File: config.mk
export PLATFORM = sky130hd
export DESIGN_NAME = car_detector
export DESIGN_NICKNAME = d
export VERILOG_FILES = /design/src/rtl/car_detector_pkg.sv /design/src/rtl/tl_debounce.sv /design/src/rtl/car_detector.sv
export SDC_FILE = /design/constraint.sdc
export NUM_CORES = 1
export LEC_CHECK = 0
export CAP_MARGIN = 0
export CORE_MARGIN = 5
export CORE_UTILIZATION = 58
export CTS_BUF_LIST = sky130_fd_sc_hd__clkbuf_2 sky130_fd_sc_hd__clkbuf_4 sky130_fd_sc_hd__clkbuf_8
export DETAILED_ROUTE_END_ITERATION = 8
export PLACE_DENSITY = 0.84
export REMOVE_ABC_BUFFERS = 1
export SETUP_SLACK_MARGIN = 0.2
export SLEW_MARGIN = 20
export SYNTH_ARGS = -nofsm -noshare
export SYNTH_HDL_FRONTEND = slang
export SYNTH_SLANG_ARGS = --single-unit
File: constraint.sdc
create_clock -name clk -period 5.17 [get_ports clk]
set_input_delay 0.517 -clock clk [delete_from_list [all_inputs] [get_ports clk]]
set_output_delay 0.517 -clock clk [all_outputs]
set_load 0.005 [all_outputs]
File: src/rtl/car_detector_pkg.sv
// ---------------------------------------------------------------------------
// car_detector_pkg
// Shared definitions for the east-west car detector.
//   - the four legal light codes, in the order {gns, yns, rns, gew, yew, rew}
//   - one-hot FSM state encodings and the state width
//   - a helper that says whether a light code is one of the legal four
// ---------------------------------------------------------------------------
package car_detector_pkg;

  localparam logic [5:0] GNSL = 6'b100001;
  localparam logic [5:0] YNSL = 6'b010001;
  localparam logic [5:0] GEWL = 6'b001100;
  localparam logic [5:0] YEWL = 6'b001010;

  localparam int STATE_W = 3;

  typedef enum logic [STATE_W-1:0] {
    IDLE   = 3'b001,
    PEND   = 3'b010,
    SERVED = 3'b100
  } state_t;

  // True only for the four codes the light controller is allowed to drive
  function automatic logic isLegalLights(input logic [5:0] code);
    return (code == GNSL) || (code == YNSL) || (code == GEWL) || (code == YEWL);
  endfunction

endpackage

File: src/rtl/tl_debounce.sv
// ---------------------------------------------------------------------------
// tl_debounce
// Two-flop synchronizer followed by a consecutive-cycle debouncer.
// Ports:
//   clk      - clock, all updates on the rising edge
//   rst_n    - asynchronous active-low reset
//   i_raw    - raw sensor input, asynchronous to clk
//   o_level  - debounced level, flips after DEB_CYCLES consecutive
//              disagreeing cycles of the synchronized input
// ---------------------------------------------------------------------------
module tl_debounce #(
  parameter int DEB_CYCLES = 4
) (
  input  logic clk,
  input  logic rst_n,
  input  logic i_raw,
  output logic o_level
);

  // Count value at which the next disagreeing cycle completes the run
  localparam logic [7:0] LAST_CNT = 8'(DEB_CYCLES - 1);

  logic       r_sync1;
  logic       r_sync2;
  logic       r_level;
  logic [7:0] r_cnt;

  // Synchronizer: nothing downstream looks at i_raw directly
  always_ff @(posedge clk or negedge rst_n) begin
    if (!rst_n) begin
      r_sync1 <= 1'b0;
      r_sync2 <= 1'b0;
    end else begin
      r_sync1 <= i_raw;
      r_sync2 <= r_sync1;
    end
  end

  // Debouncer: count consecutive cycles where the synchronized input differs
  // from the held level; the flip happens on the edge that closes the run of
  // DEB_CYCLES, and any agreeing cycle restarts the run from zero.
  always_ff @(posedge clk or negedge rst_n) begin
    if (!rst_n) begin
      r_level <= 1'b0;
      r_cnt   <= 8'd0;
    end else if (r_sync2 != r_level) begin
      if (r_cnt == LAST_CNT) begin
        r_level <= r_sync2;
        r_cnt   <= 8'd0;
      end else begin
        r_cnt <= r_cnt + 8'd1;
      end
    end else begin
      r_cnt <= 8'd0;
    end
  end

  assign o_level = r_level;

endmodule

File: src/rtl/car_detector.sv
// ---------------------------------------------------------------------------
// car_detector
// Raises a car-waiting request for the east-west approach of a traffic light
// and measures how long that request has been pending.
// Ports:
//   clk          - clock
//   rst_n        - asynchronous active-low reset
//   loop_raw     - raw east-west loop sensor (1 = car present), asynchronous
//   lights       - {gns, yns, rns, gew, yew, rew} from the light controller
//   carew        - 1 while an east-west car is waiting (state PEND)
//   wait_cycles  - cycles spent in the current/most recent PEND, saturating
//   err_illegal  - sticky flag, set when lights carries an illegal code
// ---------------------------------------------------------------------------
module car_detector
  import car_detector_pkg::*;
#(
  parameter int DEB_CYCLES = 4,
  parameter int CNT_W      = 8
) (
  input  logic             clk,
  input  logic             rst_n,
  input  logic             loop_raw,
  input  logic [5:0]       lights,
  output logic             carew,
  output logic [CNT_W-1:0] wait_cycles,
  output logic             err_illegal
);

  localparam logic [CNT_W-1:0] CNT_ONE = CNT_W'(1);
  localparam logic [CNT_W-1:0] CNT_MAX = '1;

  logic             w_presence;
  logic             w_isGewl;
  state_t           r_state;
  logic [CNT_W-1:0] r_wait;
  logic             r_err;

  tl_debounce #(
    .DEB_CYCLES (DEB_CYCLES)
  ) u_debounce (
    .clk     (clk),
    .rst_n   (rst_n),
    .i_raw   (loop_raw),
    .o_level (w_presence)
  );

  // An illegal code can never equal GEWL, so it behaves as "not GEWL"
  assign w_isGewl = (lights == GEWL);

  // Request FSM plus the wait counter; the counter is cleared on the edge
  // that enters PEND and then advances once per PEND cycle until it pins
  // at its maximum. Outside PEND it keeps the last episode's value.
  always_ff @(posedge clk or negedge rst_n) begin
    if (!rst_n) begin
      r_state <= IDLE;
      r_wait  <= '0;
    end else begin
      case (r_state)
        IDLE: begin
          if (w_presence) begin
            if (w_isGewl) begin
              r_state <= SERVED;
            end else begin
              r_state <= PEND;
              r_wait  <= '0;
            end
          end
        end
        PEND: begin
          if (r_wait != CNT_MAX) begin
            r_wait <= r_wait + CNT_ONE;
          end
          if (w_isGewl) begin
            r_state <= SERVED;
          end else if (!w_presence) begin
            r_state <= IDLE;
          end
        end
        SERVED: begin
          if (!w_presence) begin
            r_state <= IDLE;
          end
        end
        default: begin
          r_state <= IDLE;
        end
      endcase
    end
  end

  // Sticky illegal-code flag, only reset clears it
  always_ff @(posedge clk or negedge rst_n) begin
    if (!rst_n) begin
      r_err <= 1'b0;
    end else if (!isLegalLights(lights)) begin
      r_err <= 1'b1;
    end
  end

  // carew is a pure decode of the PEND bit of the one-hot state register
  assign carew       = r_state[1];
  assign wait_cycles = r_wait;
  assign err_illegal = r_err;

endmodule

==> out/qor.yml <==
hold_ws_ns: 0.144
pin_count: 19
synth_cell_type_count: 43
drive_gt1_frac: 0.0902
clk_pin_slew_ns: 0.12
overflow: 0
ys_ff_latch: 23
rows: 16
fmax_ghz: 0.500
worst_pin_slew_ns: 0.495
syn-instance-count: 113
drc: 0
rsz0062_at_grt: "no"
fin_worst_skew_ns: 0.00241
grt_max_degree: 24
core_area_sq_um: 1940
outcome: "completed"
hpwl_microns: 1650
critical_path_class: "primary input to flip-flop"
crit_fanout: 6
drt_iter0_drc: 10
critPathCaptureType: "flip-flop"
yosysSeqAreaShare: 0.491
place.port_buffers: 18
cts-root-buf: "clkbuf_4"
hold_buffers: 0
antenna_cells: 0
fill_cells: 147
cts_inserted_buffers: 3
dieWidth_microns: 55.0
setup-tns-final_ns: 0
power_density_nw_per_um2: 321
setup_violations: 0
synth.cell_area_sq_um: 1170
cts_buffer_depth: 2
syn2layout_area_growth_pct: 19.4
h-tree-depth: 1
grt.total_usage: 0.165
total_power_mw: 0.450
die_h_microns: 55.0
async_flop_share: 1.00
hold_viol: 0
synth-edff-count: 0
vias: 936
gp_congestion: 0.777
synth_flop_cell: "dfrtp_1"
vdd.ir_drop.worst_mv: 0.299
drv_cap: 0
syn_area_per_cell_sq_um: 10.4
slew_violations: 0
critPathArrivalTime_ns: 2.26
drtAntennaViolNets: 0
routed_wirelength_microns: 2170
fin_nets: 145
clock_sinks: 23
p_leak_nw: 0.613
maxSlewHeadroom: 0.670
grt_pass1_wl_microns: 3570
start_util: 0.604
yosys_warnings: 0
die_area_sq_um: 3020
antenna_found_initial: 0
cts_setup_buffers: 0
cts_resized: 0
period_share: 0.387
worstHoldPathType: "primary input to asynchronous set/reset pin"
layout_min_cycle_time_ns: 2.00
wl_per_cell_microns: 13.5
drt-vias-per-instance: 5.85
start_kind: "primary input"
first_pass_iters: 4
clkLatencyLatePin_ns: 0.31
cts_tree: "built"
cp.required_ns: 5.43
first_global_vias: 854
[final cells by class]
cell class	count	area, sq um	share of cell area
multi-input cells	86	581	0.414
well taps	27	33.8	0.0241
inverters	2	7.51	0.00536
clock inverters	1	5.00	0.00357
flip-flops and latches	23	577	0.412
repair buffers	18	175	0.125
clock buffers	3	22.5	0.0161
[where the power goes]
part	switching (mW)	internal (mW)	total (mW)
logic	0.0678	0.0581	0.126
registers	0.0341	0.206	0.240
clock network	0.0546	0.0290	0.0836
[layout by cell type (no fill, tap or decap), drive strengths merged, types with 2 or more instances in the layout]
cell type,instances
dfrtp,22
clkdlybuf4s50,17
nand3,12
nor2,9
xor2,8
and3,6
o21ai,5
nand2b,4
a21oi,4
nor3b,4
nand2,3
nor3,3
clkbuf,3
and2,2
inv,2
a211o,2
nor2b,2
ha,2
or4,2
[metrics by stage]
step | area, sq um | cells | util | setup WS, ns
after floorplan | 1160 | 111 | - | 3.37
after global placement | 1380 | 156 | 0.710 | 2.90
after detailed placement | 1380 | 156 | 0.710 | 2.85
after CTS | 1410 | 160 | 0.724 | 3.19
after global routing | 1400 | 160 | 0.722 | 3.13
final | 1400 | 160 | 0.722 | 3.17
[final timing paths]
path | from | end | slack, ns | depth (start not counted)
worst min-delay path | rst_n | wait_cycles[4] | 0.14 | 1
max in group asynchronous | rst_n | r_state[0] | 4.67 | 1
worst min register to register | u_debounce.r_sync1 | u_debounce.r_sync2 | 0.37 | 0
worst max register to register | r_state[2] | wait_cycles[6] | 3.39 | 4
min in group clk | u_debounce.r_sync1 | u_debounce.r_sync2 | 0.37 | 0
worst max-delay path | lights[5] | wait_cycles[6] | 3.17 | 5
[cells in the mapped netlist (all sizes together) (2+ instances only)]
library cell,number,area (sq um)
dfrtp,22,551
nand3,12,60.1
nor2,9,33.8
xor2,8,70.1
and3,6,37.5
o21ai,5,28.8
a21oi,4,23.8
nand2b,4,25.0
nor3b,4,35.0
nand2,3,11.3
nor3,3,15.0
a211o,2,17.5
and2,2,12.5
ha,2,25.0
inv,2,7.51
nor2b,2,12.5
or4,2,18.8
[state kept, by name, summed over array words and instances, names as in the netlist]
signal and flops:
err_illegal 1, r_state 3, u_debounce.o_level 1, u_debounce.r_cnt 8, u_debounce.r_sync1 1, u_debounce.r_sync2 1
wait_cycles 8
[routing by layer]
layer | share of wire | vias up | GRT usage
met5 | 0 | - | 0
met4 | 0.011 | 0 | 0.0567
met3 | 0.063 | 3 | 0.0483
met2 | 0.46 | 23 | 0.280
met1 | 0.46 | 456 | 0.200
li1 | - | 454 | -
[cells by family (layout without fill, tap and decap cells)]
group / count (synthesis) / after routing / share of synthesized area
fa+ha+maj: 2 / 2 / 0.0213
xor+xnor: 9 / 9 / 0.0672
mux: 1 / 1 / 0.00959
compound gates: 20 / 20 / 0.124
buf+inv: 4 / 24 / 0.0139
flops: 23 / 23 / 0.491
simple gates: 54 / 54 / 0.273
[worst max-delay path, stage by stage]
cell and delay [ns]:
clkdlybuf4s50_1 0.46, or4b_4 0.54, o21ai_1 0.26, and2_1 0.31, a221o_1 0.19
Power figures use the tool's default switching activity.
